[src/rtl/calc_sequencer_if.sv]
// Handshake bundle between the calc sequencer, the Avalon front end, the row
// multiplier and the result register file.
interface calc_sequencer_if #(
    parameter int ROW_W    = 4,
    parameter int RESULT_W = 16
);
    logic                       start_calc;
    logic                       done_row;
    logic signed [RESULT_W-1:0] row_result;
    logic                       begin_mult;
    logic [ROW_W-1:0]           row_select;
    logic                       res_wen;
    logic [ROW_W-1:0]           res_addr;
    logic signed [RESULT_W-1:0] res_data;
    logic                       done_calc;
    logic                       busy;
    logic [ROW_W-1:0]           result_class;
    logic                       timeout_err;

    modport master (
        input  start_calc, done_row, row_result,
        output begin_mult, row_select, res_wen, res_addr, res_data,
               done_calc, busy, result_class, timeout_err
    );

    modport slave (
        output start_calc, done_row, row_result,
        input  begin_mult, row_select, res_wen, res_addr, res_data,
               done_calc, busy, result_class, timeout_err
    );
endinterface

[src/rtl/calc_sequencer.sv]
// Walks the row multiplier over every output row, stores each row result and
// tracks the signed arg-max row as the classified digit.
module calc_sequencer #(
    parameter int NUM_ROWS = 10,
    parameter int ROW_W    = 4,
    parameter int RESULT_W = 16,
    parameter int TIMEOUT  = 1023
) (
    input  logic             clk,
    input  logic             n_rst,
    calc_sequencer_if.master bus
);
    localparam int WD_W = $clog2(TIMEOUT + 1);

    typedef enum logic [2:0] {IDLE, ISSUE, WAIT, STORE, FINISH} state_t;

    state_t                     state_q, state_d;
    logic                       start_q;
    logic [ROW_W-1:0]           row_q, row_d;
    logic [WD_W-1:0]            wdog_q, wdog_d;
    logic signed [RESULT_W-1:0] max_q, max_d;
    logic                       maxv_q, maxv_d;
    logic [ROW_W-1:0]           cand_q, cand_d;
    logic                       bm_q, bm_d, wen_q, wen_d, done_q, done_d, busy_q, busy_d;
    logic [ROW_W-1:0]           addr_q, addr_d, class_q, class_d;
    logic signed [RESULT_W-1:0] data_q, data_d;
    logic                       terr_q, terr_d;
    logic                       start_edge, last_row;

    assign start_edge = bus.start_calc & ~start_q;
    assign last_row   = (row_q == ROW_W'(NUM_ROWS - 1));

    always_comb begin
        state_d = state_q;
        row_d   = row_q;
        wdog_d  = wdog_q;
        max_d   = max_q;
        maxv_d  = maxv_q;
        cand_d  = cand_q;
        addr_d  = addr_q;
        data_d  = data_q;
        class_d = class_q;
        terr_d  = terr_q;
        case (state_q)
            IDLE: begin
                if (start_edge) begin
                    row_d   = '0;
                    terr_d  = 1'b0;
                    maxv_d  = 1'b0;
                    state_d = ISSUE;
                end
            end
            ISSUE: begin
                wdog_d  = '0;
                state_d = WAIT;
            end
            WAIT: begin
                // A row completing on the watchdog's last cycle is still kept.
                if (bus.done_row) begin
                    addr_d = row_q;
                    data_d = bus.row_result;
                    if (!maxv_q || bus.row_result > max_q) begin
                        max_d  = bus.row_result;
                        cand_d = row_q;
                        maxv_d = 1'b1;
                    end
                    state_d = STORE;
                end else if (wdog_q == WD_W'(TIMEOUT)) begin
                    terr_d  = 1'b1;
                    state_d = FINISH;
                end else begin
                    wdog_d = wdog_q + 1'b1;
                end
            end
            STORE: begin
                if (last_row) begin
                    class_d = cand_q;
                    state_d = FINISH;
                end else begin
                    row_d   = row_q + 1'b1;
                    state_d = ISSUE;
                end
            end
            FINISH:  state_d = IDLE;
            default: state_d = IDLE;
        endcase
    end

    // Strobes are registered from the next state so they align with it.
    assign bm_d   = (state_d == ISSUE);
    assign wen_d  = (state_d == STORE);
    assign done_d = (state_d == FINISH);
    assign busy_d = (state_d != IDLE);

    always_ff @(posedge clk or negedge n_rst) begin
        if (!n_rst) begin
            state_q <= IDLE;
            start_q <= 1'b0;
            row_q   <= '0;
            wdog_q  <= '0;
            max_q   <= '0;
            maxv_q  <= 1'b0;
            cand_q  <= '0;
            bm_q    <= 1'b0;
            wen_q   <= 1'b0;
            done_q  <= 1'b0;
            busy_q  <= 1'b0;
            addr_q  <= '0;
            data_q  <= '0;
            class_q <= '0;
            terr_q  <= 1'b0;
        end else begin
            state_q <= state_d;
            start_q <= bus.start_calc;
            row_q   <= row_d;
            wdog_q  <= wdog_d;
            max_q   <= max_d;
            maxv_q  <= maxv_d;
            cand_q  <= cand_d;
            bm_q    <= bm_d;
            wen_q   <= wen_d;
            done_q  <= done_d;
            busy_q  <= busy_d;
            addr_q  <= addr_d;
            data_q  <= data_d;
            class_q <= class_d;
            terr_q  <= terr_d;
        end
    end

    assign bus.begin_mult   = bm_q;
    assign bus.row_select   = row_q;
    assign bus.res_wen      = wen_q;
    assign bus.res_addr     = addr_q;
    assign bus.res_data     = data_q;
    assign bus.done_calc    = done_q;
    assign bus.busy         = busy_q;
    assign bus.result_class = class_q;
    assign bus.timeout_err  = terr_q;
endmodule
[src/flat_wrapper.sv]
// flat-port wrapper written by rule: the top's interface ports become plain ports
module calc_sequencer_flat 
#(
    parameter int NUM_ROWS = 10,
    parameter int ROW_W    = 4,
    parameter int RESULT_W = 16,
    parameter int TIMEOUT  = 1023
)
  (clk, n_rst, bus_start_calc, bus_done_row, bus_row_result, bus_begin_mult, bus_row_select, bus_res_wen, bus_res_addr, bus_res_data, bus_done_calc, bus_busy, bus_result_class, bus_timeout_err);
  calc_sequencer_if #(.ROW_W(ROW_W), .RESULT_W(RESULT_W)) bus_i ();
  input  logic clk;
  input  logic n_rst;
  input wire logic [$bits(bus_i.start_calc)-1:0] bus_start_calc;
  input wire logic [$bits(bus_i.done_row)-1:0] bus_done_row;
  input wire logic [$bits(bus_i.row_result)-1:0] bus_row_result;
  output wire logic [$bits(bus_i.begin_mult)-1:0] bus_begin_mult;
  output wire logic [$bits(bus_i.row_select)-1:0] bus_row_select;
  output wire logic [$bits(bus_i.res_wen)-1:0] bus_res_wen;
  output wire logic [$bits(bus_i.res_addr)-1:0] bus_res_addr;
  output wire logic [$bits(bus_i.res_data)-1:0] bus_res_data;
  output wire logic [$bits(bus_i.done_calc)-1:0] bus_done_calc;
  output wire logic [$bits(bus_i.busy)-1:0] bus_busy;
  output wire logic [$bits(bus_i.result_class)-1:0] bus_result_class;
  output wire logic [$bits(bus_i.timeout_err)-1:0] bus_timeout_err;
  assign bus_i.start_calc = bus_start_calc;
  assign bus_i.done_row = bus_done_row;
  assign bus_i.row_result = bus_row_result;
  assign bus_begin_mult = bus_i.begin_mult;
  assign bus_row_select = bus_i.row_select;
  assign bus_res_wen = bus_i.res_wen;
  assign bus_res_addr = bus_i.res_addr;
  assign bus_res_data = bus_i.res_data;
  assign bus_done_calc = bus_i.done_calc;
  assign bus_busy = bus_i.busy;
  assign bus_result_class = bus_i.result_class;
  assign bus_timeout_err = bus_i.timeout_err;
  calc_sequencer #(.NUM_ROWS(NUM_ROWS), .ROW_W(ROW_W), .RESULT_W(RESULT_W), .TIMEOUT(TIMEOUT)) u_core (.clk(clk), .n_rst(n_rst), .bus(bus_i));
endmodule
[config.mk]
export PLATFORM = sky130hd
export DESIGN_NAME = calc_sequencer_flat
export DESIGN_NICKNAME = d
export VERILOG_FILES = /design/src/rtl/calc_sequencer_if.sv /design/src/rtl/calc_sequencer.sv /design/src/flat_wrapper.sv
export SDC_FILE = /design/constraint.sdc
export NUM_CORES = 1
export LEC_CHECK = 0
export BUFFER_PORTS_ARGS = -buffer_cell sky130_fd_sc_hd__clkbuf_2
export CAP_MARGIN = 20
export CORE_ASPECT_RATIO = 1.4
export CORE_MARGIN = 2
export CORE_UTILIZATION = 50
export DETAILED_ROUTE_END_ITERATION = 7
export GPL_ROUTABILITY_DRIVEN = 0
export PLACE_DENSITY = 0.72
export SYNTH_ARGS = -nofsm -noshare
export SYNTH_HDL_FRONTEND = slang
export SYNTH_SLANG_ARGS = --single-unit
export TNS_END_PERCENT = 100
[constraint.sdc]
create_clock -name clk -period 6.4 [get_ports clk]
set_input_delay 1.6 -clock clk [delete_from_list [all_inputs] [get_ports clk]]
set_output_delay 1.6 -clock clk [all_outputs]
set_load 0.01 [all_outputs]
==> summary.txt, run 1 <==
Min path
  • Hold depth: 2
  • Hold EP: u_core.bus.res_data[3]
  • Worst Hold Class: reg2reg
  • HP Start: u_core.bus.res_data[3]

Routing
  • Met3 routed wirelength: 261 um
  • Highest routed metal layer: met4
  • M1 WL: 2.74 mm
  • Via density: 5.25
  • Post-DRT Antenna Nets: 0
  • Met2 WL: 3.04 mm
  • DR pass1 iterations: 4
  • Drc violations: 0
  • Initial DRC count: 87
  • Final wirelength: 6.14 mm
  • Routed wire per std cell: 14.2 um
  • Vias: 2272

Power and ir drop
  • PD cells: 448 nW/um2
  • P_int: 1090 uW
  • Leakage: 0.00202 uW
  • Net Sw Frac: 35.7%
  • Clock share of power: 20.5%
  • Psw: 606 uW
  • Logic pwr share: 37.5%
  • Worst vdd ir: 0.220 mV
  • Flop pwr share: 42.0%

STA
  • Slew headroom: 42.9%
  • Final setup TNS: 0 ns
  • Achievable Freq: 270 MHz
  • Slew of the pin with the lowest slew margin: 0.857 ns
  • Final Slew Violations: 0
  • Final setup margin: 2.70 ns
  • Unrepaired setup endpoints after global routing: false
  • Skew final: 0.00634 ns
  • Period minus WS final: 3.70 ns
  • Number of setup violations in the final report: 0
  • Final period util: 57.8%
  • Final Hold Fails: 0

GRT
  • Largest net degree at the start of global routing: 69
  • First-pass GRT wire length: 10.5 mm
  • GRT Util Overall: 19.0%
  • Global route overflow: 0
  • Vias in the first global route: 2211
  • Antenna violations before repair: 0

Clocking
  • Clock transition at path regs: 0.07 ns
  • Hold Buf Count CTS: 0
  • Post-CTS Setup Inserts: 0
  • Clk root buf: clkbuf_8
  • TritonCTS buffer count: 9
  • H-tree levels: 3
  • Clk Latency, worst-skew pair: 0.34 ns
  • TritonCTS clock tree: yes
  • Post_cts resized: 0
  • CTS Sinks: 68
  • Clock buffer depth: 2

Setup path
  • Worst setup path start: bus_row_result[15]
  • Worst setup EP type: flip-flop
  • R2R Setup Slk: 3.63 ns
  • WP data required: 6.63 ns
  • Depth of the most critical reg-to-reg path: 6
  • Reg-to-reg endpoint: u_core.max_q[4]
  • CP max FO: 16
  • Critical Path Source Type: primary input
  • Critical Path AT: 3.93 ns
  • Crit Path Category: in2reg
  • R2R Path Start: u_core.state_q[2]

Logic synthesis
  • Post-synth EDFFs: 0
  • Mapped Nets: 336
  • Ys flop type: dfrtp_1
  • Post-Syn Instances: 297
  • Seq/Total Area, Yosys: 52.3%
  • Synth cell types: 43
  • Syn Area/Cell: 11.0 um2
  • Mapped Area: 3260 um2
  • YS warnings: 0
  • FFs w/ async S/R, synth: 100%
  • FF+latch count, synth: 68

Place
  • Setup slack at placement: 2.38 ns
  • PortBufs: 52
  • Dpl hpwl: 4.24 mm
  • Placement Cell Area: 3590 um2

Final layout
  • Finished Cell Area: 3790 um2
  • N_diodes: 0
  • Final nets: 395
  • Fillers: 538
  • Share of layout cells above drive strength 1: 28.3%
  • Area Growth Syn to Fin: 16.4%

Run status
  • Status: completed

Die
  • Die footprint: 7180 um2
  • Cell Rows: 34
  • DIE WIDTH: 72.2 um
  • Core ar.: 6250 um2
  • Die height: 99.5 um
  • Starting Density: 52.1%
  • IO Count: 53

Flow run
  • Max-cap violation count: 0
==> power groups by stage <==
stage | logic, uW | registers [uW] | clock network (uW)
2_1_floorplan | 421 | 730 | 0
3_3_place_gp | 618 | 712 | 0
3_5_place_dp | 643 | 714 | 0
4_1_cts | 644 | 711 | 356
5_1_grt | 714 | 732 | 380
6_report | 636 | 712 | 348
==> logic make-up (layout without fill, tap and decap cells) <==
family	after synthesis	count (layout)	share of synthesized area, %
flip-flops	68	68	52.3
multiplexers	28	28	11.9
adder cells (fa/ha/maj)	19	19	7.30
XOR/XNOR	7	7	1.88
AND/OR/NAND/NOR	116	116	16.6
AO/OA/AOI/OAI	30	30	6.23
buffers and inverters	29	93	3.80
==> flip-flops by register name (all words and copies together) (netlist names), 3 cells and up <==
| signal | cells |
|---|---|
| u_core.bus.row_select | 4 |
| u_core.max_q | 16 |
| u_core.bus.res_data | 16 |
| u_core.bus.result_class | 4 |
| u_core.state_q | 3 |
| u_core.cand_q | 4 |
| u_core.bus.res_addr | 4 |
| u_core.wdog_q | 10 |
==> critical path, cell delays in order <==
cell and delay (ns):
clkbuf_2 0.10, ha_1 0.31, nand2_1 0.10, o41ai_1 0.47, a221oi_1 0.15, a311oi_4 0.47
buf_4 0.39, mux2_4 0.33
==> synthesized netlist by cell type (2+ instances only) <==
cell	number	share of area, %
mux2_4	20	9.2
nand2_1	66	7.6
buf_6	2	0.69
xor2_1	5	1.3
or2_2	3	0.58
a21oi_1	7	1.1
mux2_2	6	2.1
inv_1	23	2.7
nand4_1	3	0.58
nor3_1	2	0.31
nor2_1	19	2.2
clkbuf_1	4	0.46
nand3b_1	3	0.69
dfrtp_1	68	52
o21ai_0	8	1.2
ha_1	19	7.3
o211ai_1	3	0.69
and3_1	4	0.77
nor2b_1	2	0.38
nand3_1	4	0.61
mux2i_1	2	0.61
xnor2_1	2	0.54
a21o_1	2	0.46
==> routing by layer <==
| metal | track usage (%) | vias up |
|---|---|---|
| li1 | - | 1113 |
| met1 | 25.4 | 1097 |
| met2 | 29.6 | 50 |
| met3 | 4.66 | 12 |
| met4 | 7.69 | 0 |
| met5 | 0 | - |
==> through the flow <==
stage	std cells	hold slack (ns)	util [%]	total power (uW)
floorplan	297	0.445	-	1150
global placement	417	0.457	57.5	1330
detailed placement	417	0.465	57.5	1360
CTS	433	0.483	60.6	1710
global route	433	0.500	60.6	1830
finish	433	0.479	60.6	1700
==> worst max-delay path by stage <==
stage                       endpoint  slack [ns]  depth (start not counted)
finish               u_core.max_q[4]        2.70                          8
global route        u_core.max_q[13]        2.54                          8
CTS                 u_core.max_q[13]        2.75                          8
detailed placement   u_core.max_q[2]        2.38                          8
global placement    u_core.cand_q[0]        2.48                          8
floorplan           u_core.cand_q[0]        3.00                          7
==> cell usage in the layout, fill, tap and decap left out, types with 2 or more instances in the layout <==
cell / netlist / routed
a21o_1: 2 / 2
a21oi_1: 7 / 7
and3_1: 4 / 4
buf_4: 0 / 2
clkbuf_1: 4 / 2
clkbuf_2: 0 / 51
clkbuf_8: 0 / 9
clkinv_4: 0 / 2
clkinvlp_4: 0 / 2
dfrtp_1: 68 / 68
ha_1: 19 / 19
inv_1: 23 / 23
mux2_2: 6 / 6
mux2_4: 20 / 20
mux2i_1: 2 / 2
nand2_1: 66 / 66
nand3_1: 4 / 4
nand3b_1: 3 / 3
nand4_1: 3 / 3
nor2_1: 19 / 19
nor2b_1: 2 / 2
nor3_1: 2 / 2
o211ai_1: 3 / 3
o21ai_0: 8 / 8
or2_2: 3 / 3
xnor2_1: 2 / 2
xor2_1: 5 / 5
==> final cells by class <==
| class | count | area [um2] | share of cell area [%] |
|---|---|---|---|
| tap | 72 | 90.1 | 2.38 |
| sequential | 68 | 1700 | 44.9 |
| clock buffer | 11 | 131 | 3.47 |
| multi-input combinational | 200 | 1440 | 38.0 |
| inverter | 23 | 86.3 | 2.28 |
| clock inverter | 5 | 62.6 | 1.65 |
| timing repair buffer | 54 | 275 | 7.27 |
Note: power is estimated with default switching activity, not from simulation.
==> inputs of run 2 (changes only) <==
- PLACE_DENSITY: 0.72 -> 0.75
- clock period: 6.4 -> 3.4 ns (I/O delays scaled with it)
==> run 2 against run 1 <==
- global-route usage is 0.98 points higher
- power is 94% higher
- register-to-register slack worse by 2.8 ns
- cell count is 0.23% higher
- highest routed layer unchanged
- non-clock buffer count is 4 higher
- via count is 1.2% higher
- wire length is 0.98% higher
- die area stayed put
==> summary.txt, run 2 (same netlist as run 1, synthesis figures left out) <==
Setup path
  • WP data required: 3.62 ns (-3.01 ns)
  • Critical Path AT: 2.99 ns (-0.94 ns)
  • CP max FO: 13 (-3)
  • Crit Path Category: in2reg
  • Depth of the most critical reg-to-reg path: 8 (+2)
  • Critical Path Source Type: primary input
  • Worst setup EP type: flip-flop

Clocking
  • H-tree levels: 3 (unchanged)
  • TritonCTS buffer count: 9 (unchanged)
  • Clock buffer depth: 2 (unchanged)
  • Post_cts resized: 0 (unchanged)
  • TritonCTS clock tree: yes
  • Post-CTS Setup Inserts: 0 (unchanged)
  • CTS Sinks: 68 (unchanged)
  • Clk Latency, worst-skew pair: 0.34 ns (about the same)
  • Clk root buf: clkbuf_8
  • Clock transition at path regs: 0.07 ns (about the same)
  • Hold Buf Count CTS: 0 (unchanged)

Final layout
  • Most common cell after layout, fill and taps aside: dfrtp_1
  • N_diodes: 0 (unchanged)
  • Non-filler cells, final: 434 (+0.23%)
  • Fillers: 522 (-3.0%)
  • Area Growth Syn to Fin: 18.2%
  • Final nets: 399 (+1.0%)
  • Final core occ: 61.5% (+0.96 points)
  • Share of layout cells above drive strength 1: 29.0% (+0.75 points)
  • Commonest non-fill, non-tap cells in the layout: dfrtp_1, nand2_1, clkbuf_2
  • Finished Cell Area: 3850 um2 (+1.6%)

Routing
  • Initial DRC count: 129 (+48%)
  • DR pass1 iterations: 4 (unchanged)
  • Final wirelength: 6.20 mm (+0.98%)
  • Drc violations: 0 (unchanged)
  • Vias: 2300 (+1.2%)
  • Via density: 5.30 (+1.0%)
  • Post-DRT Antenna Nets: 0 (unchanged)
  • Routed wire per std cell: 14.3 um (+0.74%)

GRT
  • Largest net degree at the start of global routing: 32 (-54%)
  • GRT Util Overall: 20.0% (+0.98 points)
  • First-pass GRT wire length: 11.1 mm (+6.3%)
  • Vias in the first global route: 2388 (+8.0%)
  • Antenna violations before repair: 0 (unchanged)
  • Global route overflow: 0 (unchanged)

STA
  • Slew of the pin with the lowest slew margin: 0.727 ns (-0.130 ns)
  • Final period util: 81.4%
  • Slew headroom: 51.4% (+8.6 points)
  • Achievable Freq: 361 MHz
  • Final Hold Fails: 0 (unchanged)
  • Number of setup violations in the final report: 0 (unchanged)
  • Final Slew Violations: 0 (unchanged)
  • Final setup margin: 0.633 ns (-2.07 ns)
  • Final setup TNS: 0 ns (unchanged)
  • Skew final: 0.00680 ns (+0.000459 ns)
  • Period minus WS final: 2.77 ns
  • Unrepaired setup endpoints after global routing: false

Run status
  • Status: completed

Min path
  • Worst Hold Class: reg2reg
  • Hold depth: 2 (unchanged)

Power and ir drop
  • PD cells: 854 nW/um2 (+91%)
  • Leakage: 0.00206 uW (+2.0%)
  • Worst vdd ir: 0.501 mV (+130%)

Die
  • Die footprint: 7180 um2 (unchanged)
  • Starting Density: 52.1% (unchanged)
  • DIE WIDTH: 72.2 um (unchanged)
  • IO Count: 53 (unchanged)
  • Die height: 99.5 um (unchanged)
  • Core ar.: 6250 um2 (unchanged)
  • Cell Rows: 34 (unchanged)

Place
  • PortBufs: 52 (unchanged)
  • Setup slack at placement: 0.287 ns (-2.09 ns)
  • DP Cell Count: 421 (+0.96%)
  • Placement Cell Area: 3640 um2 (+1.2%)
  • Dpl hpwl: 4.54 mm (+7.1%)

Flow run
  • Max-cap violation count: 0 (unchanged)
## run 2: cell types whose count changed in the layout (fill, tap and decap cells not counted), sizes merged
cell / before / now
clkinvlp: 2 / 0
buf: 3 / 7
bufinv: 1 / 2
clkinv: 2 / 0
## run 2: metrics by stage
step | power, uW | hold WS (ns)
6_report | 3290 | 0.477
3_3_place_gp | 2530 | 0.457
5_1_grt | 3540 | 0.502
2_1_floorplan | 2170 | 0.445
3_5_place_dp | 2580 | 0.465
4_1_cts | 3320 | 0.482
## run 2: layout make-up
type | count | area [um2] | area share, %
inverters | 23 | 86.3 | 2.24
well taps | 72 | 90.1 | 2.34
clock buffers | 11 | 151 | 3.93
multi-input cells | 200 | 1440 | 37.5
flip-flops and latches | 68 | 1700 | 44.2
repair buffers | 58 | 318 | 8.26
clock inverters | 2 | 60.1 | 1.56
## run 2: path summary, 6_finish.rpt
check	endpoint	from	slack, ns
worst min-delay path	u_core.bus.res_data[14]	u_core.bus.res_data[14]	0.48
worst min register to register	u_core.bus.res_data[14]	u_core.bus.res_data[14]	0.48
worst max-delay path	u_core.max_q[7]	bus_row_result[15]	0.63
min in group asynchronous	u_core.bus.done_calc	n_rst	0.56
worst max register to register	u_core.max_q[7]	u_core.max_q[15]	0.88
max in group asynchronous	u_core.bus.res_data[10]	n_rst	2.08
## run 2: worst max-delay path, stage by stage
cell and delay, ns:
clkbuf_2 0.10, ha_1 0.31, nand2_1 0.10, o41ai_1 0.43, a221oi_1 0.15, a311oi_4 0.51, buf_12 0.23, mux2_4 0.31
## run 2: routing by layer
metal	global-route usage, %	wire, um
met5	0	0
met4	8.85	159
met3	5.17	232
met2	31.9	3080
met1	25.4	2730
## run 2: report_power, final
part / switching [uW] / total, uW / internal, uW / leakage, uW
combinational: 612 / 1230 / 614 / 0.00109
clock: 285 / 726 / 441 / 0.000107
sequential: 214 / 1340 / 1120 / 0.000864
total: 1110 / 3290 / 2180 / 0.00206
==> inputs of run 3 (changes only) <==
- PLACE_DENSITY: 0.75 -> 0.72
- clock period: 3.4 -> 2.67 ns (I/O delays scaled with it)
==> run 3 against run 2 <==
- cell count grew 2.1%
- utilization grew 0.18 points
- final area grew 0.29%
- clock power grew 5.0%
- critical path type unchanged
- largest cell class unchanged
==> summary.txt, run 3 (same netlist as run 1, synthesis figures left out) <==
Run status
  • Status: completed

Final layout
  • Final core occ: 61.7% (+0.18 points)
  • Final nets: 405 (+1.5%)
  • N_diodes: 0 (unchanged)
  • Non-filler cells, final: 443 (+2.1%)
  • Commonest non-fill, non-tap cells in the layout: dfrtp_1, nand2_1, clkbuf_2
  • Area Growth Syn to Fin: 18.6%
  • Most common cell after layout, fill and taps aside: dfrtp_1
  • Share of layout cells above drive strength 1: 30.5% (+1.5 points)

Clocking
  • Clock buffer depth: 2 (unchanged)
  • TritonCTS clock tree: yes
  • H-tree levels: 3 (unchanged)
  • Post_cts resized: 0 (unchanged)
  • Clk root buf: clkbuf_8
  • Hold Buf Count CTS: 0 (unchanged)
  • Clock transition at path regs: 0.08 ns (about the same)
  • Clk Latency, worst-skew pair: 0.34 ns (about the same)
  • Post-CTS Setup Inserts: 0 (unchanged)
  • CTS Sinks: 68 (unchanged)
  • TritonCTS buffer count: 9 (unchanged)

Routing
  • Post-DRT Antenna Nets: 0 (unchanged)
  • DR pass1 iterations: 4 (unchanged)
  • Drc violations: 0 (unchanged)
  • Routed wire per std cell: 13.8 um (-3.7%)
  • Vias: 2307 (+0.30%)
  • Via density: 5.21 (-1.7%)
  • Initial DRC count: 81 (-37%)
  • Final wirelength: 6.10 mm (-1.7%)

STA
  • Achievable Freq: 409 MHz
  • Slew headroom: 43.7% (-7.8 points)
  • Final period util: 91.5%
  • Skew final: 0.0112 ns (+0.00442 ns)
  • Unrepaired setup endpoints after global routing: false
  • Slew of the pin with the lowest slew margin: 0.843 ns (+0.116 ns)
  • Final Slew Violations: 0 (unchanged)
  • Number of setup violations in the final report: 0 (unchanged)
  • Period minus WS final: 2.44 ns
  • Final Hold Fails: 0 (unchanged)

GRT
  • Vias in the first global route: 2356 (-1.3%)
  • First-pass GRT wire length: 10.8 mm (-2.7%)
  • Antenna violations before repair: 0 (unchanged)
  • GRT Util Overall: 19.5% (-0.47 points)
  • Largest net degree at the start of global routing: 37 (+16%)
  • Global route overflow: 0 (unchanged)

Die
  • DIE WIDTH: 72.2 um (unchanged)
  • IO Count: 53 (unchanged)
  • Die height: 99.5 um (unchanged)
  • Starting Density: 52.1% (unchanged)
  • Core ar.: 6250 um2 (unchanged)
  • Cell Rows: 34 (unchanged)
  • Die footprint: 7180 um2 (unchanged)

Power and ir drop
  • PD cells: 1040 nW/um2 (+22%)
  • Worst vdd ir: 0.538 mV (+7.6%)
  • Leakage: 0.00206 uW (+0.17%)

Place
  • Dpl hpwl: 4.44 mm (-2.1%)
  • DP Cell Count: 427 (+1.4%)
  • PortBufs: 52 (unchanged)

Flow run
  • Max-cap violation count: 0 (unchanged)

Min path
  • Worst Hold Class: in2async

Setup path
  • Crit Path Category: in2reg
  • Critical Path Source Type: primary input
  • CP max FO: 5 (-8)
  • Worst setup EP type: flip-flop
  • Critical Path AT: 2.66 ns (-0.33 ns)
  • WP data required: 2.89 ns (-0.73 ns)
==> run 3: cell types whose count changed in the layout (fill, tap and decap cells not counted), sizes merged <==
cell	delta
clkinvlp	+3
bufinv	-2
inv	+1
buf	+6
clkinv	+1
==> run 3: worst paths after layout <==
path	from	slack, ns	cells after the start	endpoint
setup / recovery	bus_row_result[15]	0.23	8	u_core.max_q[11]
setup reg to reg	u_core.max_q[15]	0.28	8	u_core.max_q[11]
hold / removal	n_rst	0.1	1	u_core.bus.done_calc
max in group asynchronous	n_rst	1.95	2	u_core.max_q[15]
hold reg to reg	u_core.bus.res_data[3]	0.47	2	u_core.bus.res_data[3]
min in group clk	bus_start_calc	0.46	1	u_core.start_q
==> run 3: worst max-delay path, stage by stage <==
cell and delay [ns]:
clkbuf_2 0.10, ha_1 0.30, nand2_1 0.10, o41ai_1 0.43
a221oi_1 0.15, a311oi_4 0.37, buf_4 0.24, mux2_4 0.31
==> run 3: power by group <==
part / internal (uW) / switching [uW]
logic: 794 / 777
registers: 1430 / 270
clock network: 364 / 398
==> run 3: layer usage <==
metal  track usage (%)  routed length [um]
met2              32.3                3120
met4              6.97                  72
met5                 0                   0
met3              4.66                 256
met1              24.7                2640
==> run 3: final cells by class <==
class	instances	area (um2)
Fill cell	515	2390
Inverter	23	86.3
Sequential cell	68	1700
Clock buffer	11	141
Clock inverter	5	36.3
Tap cell	72	90.1
Timing Repair Buffer	64	363
Multi-Input combinational cell	200	1440
==> run 3: through the flow <==
stage	area (um2)	worst slack (ns)	hold WS, ns	setup TNS (ns)	total power (uW)
4_1_cts	3860	0.224	0.0868	0	4080
3_3_place_gp	3680	0.0120	0.458	0	3240
6_report	3860	0.226	0.0983	0	4030
2_1_floorplan	3260	0.199	0.372	0	2760
3_5_place_dp	3680	-0.138	0.460	-2.48	3300
5_1_grt	3860	0.143	0.0807	0	4350
